$ cat config.mk
export PLATFORM = sky130hd
export DESIGN_NAME = fetch_queue_mw
export DESIGN_NICKNAME = d
export VERILOG_FILES = /design/src/rtl/fetch_queue_mw.sv
export SDC_FILE = /design/constraint.sdc
export NUM_CORES = 1
export LEC_CHECK = 0
export CAP_MARGIN = 20
export CORE_MARGIN = 2
export CORE_UTILIZATION = 59
export CTS_CLUSTER_SIZE = 8
export DETAILED_ROUTE_END_ITERATION = 16
export GPL_TIMING_DRIVEN = 0
export PLACE_DENSITY = 0.88
export SYNTH_ARGS = -nofsm -noshare
export SYNTH_HDL_FRONTEND = slang
export SYNTH_SLANG_ARGS = --single-unit
export TNS_END_PERCENT = 30
$ cat constraint.sdc
create_clock -name reloj -period 5.7 [get_ports reloj]
set_input_delay 1.14 -clock reloj [delete_from_list [all_inputs] [get_ports reloj]]
set_output_delay 1.14 -clock reloj [all_outputs]
set_load 0.05 [all_outputs]
$ cat src/rtl/fetch_queue_mw.sv
// Multi-lane in-order fetch queue between instruction memory and IF/ID.
// Up to LANES pushes and pops per cycle, show-ahead read, flush on redirect.
module fetch_queue_mw #(
    parameter int DATA_W = 32,
    parameter int PC_W   = 32,
    parameter int LANES  = 2,
    parameter int DEPTH  = 8,
    parameter int CNT_W  = $clog2(DEPTH + 1),
    parameter int LN_W   = $clog2(LANES + 1)
) (
    input  logic                    reloj,
    input  logic                    reset,
    input  logic                    flush,
    input  logic [LN_W-1:0]         in_cnt,
    input  logic [LANES*DATA_W-1:0] in_data,
    input  logic [LANES*PC_W-1:0]   in_pc,
    output logic                    in_rdy,
    input  logic [LN_W-1:0]         out_req,
    output logic [LANES*DATA_W-1:0] out_data,
    output logic [LANES*PC_W-1:0]   out_pc,
    output logic [LANES-1:0]        out_valid,
    output logic [LN_W-1:0]         out_cnt,
    output logic [CNT_W-1:0]        count,
    output logic                    full,
    output logic                    empty,
    output logic                    ovf_err,
    output logic                    unf_err
);

    localparam int PTR_W = $clog2(DEPTH);

    logic [DATA_W-1:0] mem_data [DEPTH];
    logic [PC_W-1:0]   mem_pc   [DEPTH];
    logic [PTR_W-1:0]  head;
    logic [PTR_W-1:0]  tail;
    logic [LN_W-1:0]   push_n;
    logic [LN_W-1:0]   req_n;
    logic [CNT_W-1:0]  push_amt;
    logic              push_ok;

    always_comb begin
        push_n = (in_cnt > LN_W'(LANES)) ? LN_W'(LANES) : in_cnt;
        req_n  = (out_req > LN_W'(LANES)) ? LN_W'(LANES) : out_req;
        // Room check uses registered count only: no out_req -> in_rdy path
        in_rdy   = (count <= CNT_W'(DEPTH - LANES));
        push_ok  = in_rdy && (push_n != '0);
        push_amt = push_ok ? CNT_W'(push_n) : '0;
        out_cnt  = (CNT_W'(req_n) > count) ? LN_W'(count) : req_n;
        full     = (count == CNT_W'(DEPTH));
        empty    = (count == '0);
    end

    always_comb begin
        out_data  = '0;
        out_pc    = '0;
        out_valid = '0;
        for (int i = 0; i < LANES; i++) begin
            if (CNT_W'(i) < count) begin
                out_valid[i] = 1'b1;
                out_data[i*DATA_W +: DATA_W] = mem_data[head + PTR_W'(i)];
                out_pc[i*PC_W +: PC_W]       = mem_pc[head + PTR_W'(i)];
            end
        end
    end

    always_ff @(posedge reloj) begin
        if (reset) begin
            head    <= '0;
            tail    <= '0;
            count   <= '0;
            ovf_err <= 1'b0;
            unf_err <= 1'b0;
        end else if (flush) begin
            head  <= '0;
            tail  <= '0;
            count <= '0;
        end else begin
            if (push_ok) begin
                tail <= tail + PTR_W'(push_n);
            end
            head  <= head + PTR_W'(out_cnt);
            count <= count + push_amt - CNT_W'(out_cnt);
            if ((in_cnt != '0) && !in_rdy) begin
                ovf_err <= 1'b1;
            end
            if (CNT_W'(out_req) > count) begin
                unf_err <= 1'b1;
            end
        end
    end

    // Storage is intentionally not reset
    always_ff @(posedge reloj) begin
        if (!reset && !flush && push_ok) begin
            for (int i = 0; i < LANES; i++) begin
                if (LN_W'(i) < push_n) begin
                    mem_data[tail + PTR_W'(i)] <= in_data[i*DATA_W +: DATA_W];
                    mem_pc[tail + PTR_W'(i)]   <= in_pc[i*PC_W +: PC_W];
                end
            end
        end
    end

endmodule

Word level (Yosys, flattened, before mapping)
Memories as Yosys holds them, arrays and structs flattened. A register that Yosys moved wholly into a read port is not among the register bits.
Cells that the tools add are included.

operators by class
  magnitude comparators = 9
  bitwise operators = 1
  reductions and logical operators = 13
  mux-type cells = 18
  add/sub/neg operators = 6
  equality and inequality tests = 1

operators with widths
  cell                                                             count
  2-to-1 mux 32 bit                                                4
  greater-than comparator 2 x 4 -> 1 bit                           2
  less-than comparator 1 x 4 -> 1 bit (first input constant)       2
  2-to-1 mux 1 bit                                                 8
  2-to-1 mux 2 bit                                                 4
  adder 3 x 1 -> 3 bit (second input constant)                     2
  adder 3 x 2 -> 3 bit                                             2
  2-to-1 mux 3 bit                                                 2
  adder 4 x 2 -> 4 bit                                             1
  equality test 4 bit (second input constant)                      1
  greater-than comparator 2 bit (second input constant)            2
  less-or-equal comparator 4 x 3 -> 1 bit (second input constant)  1
  logical AND 1 bit                                                4
  logical NOT 4 bit                                                1
  less-than comparator 1 x 2 -> 1 bit (first input constant)       2
  AND reduction 2 bit                                              2
  nonzero test 2 bit                                               2
  subtractor 4 x 2 -> 4 bit                                        1
  logical NOT 1 bit                                                3
  OR reduction 2 bit                                               1
  NOT 1 bit                                                        1

storage, ports and cells
  register bits = 12
  memory bits (writable) = 512
  memories kept = 2
  word-level logic and storage cells = 55

memory list
  memory    depth  width  read ports  clocked after Yosys merged registers in  write ports  RTL line  source
  mem_data  8      32     2           1                                        2            32        logic [DATA_W-1:0] mem_data [DEPTH];
  mem_pc    8      32     2           1                                        2            33        logic [PC_W-1:0] mem_pc [DEPTH];

Longest topological paths before layout
  word-level depth = 7
  gate-level depth with buffers = 13

Worst setup path before layout
OpenSTA, ideal clock, no wires.

  path type = in2reg
  start = in flush
  end = mem mem_data[7][0] (enable)
  data arrival time = 4693 ps
  library setup time = 487 ps
  cell stages on the path = 5
  setup slack = 520 ps
  data required time = 5213 ps
  path through = or3_1 -> clkbuf_1 -> nand2b_4 -> o22a_1 -> nor2_1

RTL lines
  item             RTL line  source
  start, declared  13        input logic flush,
  end, declared    32

Final worst setup path
  start = reg head[0]
  end = out out_pc[52]

between the ends
  cells in the longest elaborated chain, start to end = 3

ends and longest elaborated chain
  item                    RTL line  source
  start, declared         34        logic [PTR_W-1:0] head;
  start signal, assigned  81        head <= head + PTR_W'(out_cnt);
  adder 3 x 1 -> 3 bit    61        out_pc[i*PC_W +: PC_W] = mem_pc[head + PTR_W'(i)];
  memory (8 x 32 bit)     n/a
  2-to-1 mux 32 bit       58        if (CNT_W'(i) < count) begin
  end, declared           20        output logic [LANES*PC_W-1:0] out_pc,

Every way passes these cells.

==> impl.org <==
** Outcome
- Result of the run :: finished clean

** Floorplanning
- The floorplan step set the die height to 229.1 um.
- Boundary Pins :: 276
- The core region is 0.05007 mm2.
- The die is 229.1 um wide.
- Initial core utilization :: 59.72%
- The floorplan step defined a die boundary enclosing 0.05250 mm2.
- Count of standard-cell rows :: 82

** Cells and area
- Footprint of the multi-input gates :: 0.01361 mm2
- Fin area :: 0.03629 mm2
- Most common library cell in the layout ignoring fill and taps :: sky130_fd_sc_hd__edfxtp_1
- The net count of the finished layout is 2228.
- Register area :: 0.01562 mm2
- Share of post-route cells with drive strength above 1 :: 43.84%
- Relative to the synthesized area, the layout overhead comes to 21.37%.
- Highest-count cells in the layout ignoring fill and taps :: sky130_fd_sc_hd__edfxtp_1, sky130_fd_sc_hd__mux2_2, sky130_fd_sc_hd__clkdlybuf4s50_1
- Fill cell total of the finished layout :: 3008

** Timing
- The number of pins with negative max-slew slack in the final report came to 0.
- For the final routed database, the setup TNS stands at 0 ps.
- Final worst clock skew :: 18.39 ps
- Final critical-path share of the clock period :: 97.91%
- Setup repair after global routing left no endpoint under its margin.
- The tightest hold path in the finished design has a slack of 488.2 ps.
- Count of endpoints failing hold in the final timing report :: 0
- Setup slack closes at 118.9 ps.
- Based on the critical path, the design can be clocked at up to 179.2 MHz.
- Setup-violating endpoint count in the final report :: 0
- Measured slew at the worst slew-check pin :: 1073 ps
- The worst pin sits at a relative slew slack of 28.43%.
- Minimum clock period after layout :: 5581 ps

** Yosys
- Prevailing post-synth register cell :: sky130_fd_sc_hd__edfxtp_1
- In this run the cell area of the synthesized design comes to 0.02990 mm2.
- Share of the yosys chip area belonging to registers :: 52.22%
- Net count after synthesis :: 1844
- Count of mapped cells out of synthesis :: 1691
- Post-synthesis sequential element count :: 524
- Post-synth EDFFs :: 512
- Each instance of the synthesized netlist takes up on average 17.68 um2.
- Counting flops with an async set or reset pin after synthesis yields a share of 0%.
- Post-synth cell types :: 45
- Yosys printed 0 warnings.

** CTS
- In this run, post-CTS repair resized a total of 0 instances.
- Buffer type at the clock tree root :: sky130_fd_sc_hd__clkbuf_16
- The number of setup buffers added after CTS is 0.
- H-tree levels :: 3
- Clock latency on the worst-skew pair :: 600 ps
- Clock-pin slew was measured on the worst setup and hold paths at 50 ps.
- Clock tree from TritonCTS :: built
- The clock drives 524 sinks.
- The longest clock path from root to sink contains 3 buffers.
- Total clock buffers created by CTS :: 75
- Number of hold buffers added after CTS :: 0

** Worst hold path
- Path category of the worst min-delay check :: flop to flop

** Place
- In this run the cell area measured after placement is 0.03407 mm2.
- RePlAce Congestion :: 0.8814
- # port buffers :: 275
- Worst slack after detailed placement :: 714.8 ps
- After legalization and detailed placement, the total HPWL measured 57.20 mm.

** Drt
- Routed wire length per instance :: 32.49 um
- Total length of routed wires :: 90.07 mm
- The routed layout has 19880 vias.
- In this run, the number of DRC markers left after iteration 0 of detailed routing was 2447.
- Number of iterations in the first detailed-routing pass :: 5
- In the routed design, unresolved DRC markers number 0.
- Drt via density :: 7.173
- ANT nets after route :: 0

** Critical path
- Of all nets on the critical path, the largest fanout is 10.
- Critical Path Max Stage Delay :: 740 ps
- Together, buffers and inverters on the worst path number 5.
- The worst setup path is launched from a flop.
- Traced cell by cell, the critical path runs through clkbuf_1 > buf_2 > clkbuf_1 > clkbuf_1 > mux4_2 > a22o_1 > clkdlybuf4s50_1.
- The kind of cell with the highest combined delay along the critical path is buffers and inverters.
- Worst Path Arrival :: 4440 ps
- Category of the most critical setup path :: flop to primary output
- The worst setup path is captured at a primary output.
- For this design, the slowest cell found on the critical path is sky130_fd_sc_hd__clkdlybuf4s50_1.
- Critical path data required time :: 4560 ps
- The most numerous cell type found on the critical path is sky130_fd_sc_hd__clkbuf_1.

** GRT
- Pin count of the biggest net entering global routing :: 24
- For this run the aggregate overflow at the end of global routing stands at 0.
- First-pass GRT wire length :: 132.7 mm
- Vias in the first global route :: 20950
- In the global route stage, overall resource usage came out at 34.43%.
- The initial antenna violation count came to 11.

** Power and ir drop
- The design draws 0.01414 W.
- The worst-case IR drop observed on VDD is 354.8 uV.
- For this design the ratio of total power to cell area is 389.7 mW/mm2.
- Summed over all cells, the static leakage comes to 11.65 nW.

** Job
- Count of maximum capacitance violations :: 0
==> power breakdown <==
part / switching (W) / leakage (nW) / internal, W / total, W
sequential: 0.0000703 / 4.73 / 0.00439 / 0.00446
clock: 0.00159 / 1.03 / 0.00255 / 0.00414
combinational: 0.00343 / 5.89 / 0.00212 / 0.00555
total: 0.00509 / 11.6 / 0.00905 / 0.0141
==> kinds of logic (layout without fill, tap and decap cells) <==
family                   count (synthesis)  count (layout)  synth area share, %
AO/OA/AOI/OAI                          154             154                4.347
XOR/XNOR                                 6               6               0.2009
adder cells (fa/ha/maj)                 18              18               0.8285
buffers and inverters                  156             559                2.473
flip-flops                             524             524                52.22
multiplexers                           771             771                38.66
other                                    0               6                    0
AND/OR/NAND/NOR                         62              62                1.268
==> synthesized netlist by cell type (7+ instances only) <==
cell                       count  area (um2)
sky130_fd_sc_hd__edfxtp_1    512       15370
sky130_fd_sc_hd__mux2_2      460        5180
sky130_fd_sc_hd__mux4_2      256        5766
sky130_fd_sc_hd__a22o_1      128        1121
sky130_fd_sc_hd__clkbuf_1     59       221.5
sky130_fd_sc_hd__mux2_1       52       585.6
sky130_fd_sc_hd__buf_2        51       255.2
sky130_fd_sc_hd__nor2_1       22       82.58
sky130_fd_sc_hd__buf_1        18       67.56
sky130_fd_sc_hd__ha_1         15       187.7
sky130_fd_sc_hd__inv_1        15       56.30
sky130_fd_sc_hd__buf_6        12       135.1
sky130_fd_sc_hd__dfxtp_1      12       240.2
sky130_fd_sc_hd__nand2_1       8       30.03
sky130_fd_sc_hd__a21oi_1       7       35.03
==> area by class of cell <==
cell class / count / share of cell area [%]
Sequential cell: 524 / 43.03
Multi-Input combinational cell: 1011 / 37.51
Timing Repair Buffer: 307 / 9.257
Clock buffer: 95 / 5.730
Tap cell: 672 / 2.317
Buffer: 140 / 1.872
Inverter: 16 / 0.1655
Clock inverter: 1 / 0.08274
Antenna cell: 6 / 0.04137
==> metrics by stage <==
stage / instances / util (%)
2_1_floorplan: 1691 / -
3_3_place_gp: 2638 / 66.90
3_5_place_dp: 2663 / 68.04
4_1_cts: 2759 / 72.25
5_1_grt: 2771 / 72.48
6_report: 2772 / 72.48
==> worst paths after layout <==
| check | from | endpoint | slack [ps] | depth (start not counted) |
|---|---|---|---|---|
| worst max-delay path | head[0] | out_pc[52] | 120 | 7 |
| worst min-delay path | unf_err | unf_err | 490 | 2 |
| worst max register to register | count[1] | count[2] | 2390 | 12 |
| worst min register to register | unf_err | unf_err | 490 | 2 |
==> per-layer routing <==
layer | up-vias | wire [um] | global-route usage (%)
met5 | - | 60 | 0
met4 | 12 | 3721 | 16.58
met3 | 281 | 11120 | 9.201
met2 | 1565 | 43580 | 54.91
met1 | 10110 | 31590 | 44.21
li1 | 7921 | - | -
==> worst min-delay path, stage by stage (launching register included) <==
cell and delay (ps):
sky130_fd_sc_hd__dfxtp_1 330, sky130_fd_sc_hd__a21oi_1 50, sky130_fd_sc_hd__nor2_1 70
==> sequential cells by signal, indices dropped and copies added (netlist names) <==
name	cells
head	3
mem_data	256
unf_err	1
count	4
tail	3
mem_pc	256
ovf_err	1
Note: power is estimated with default switching activity, not from simulation.
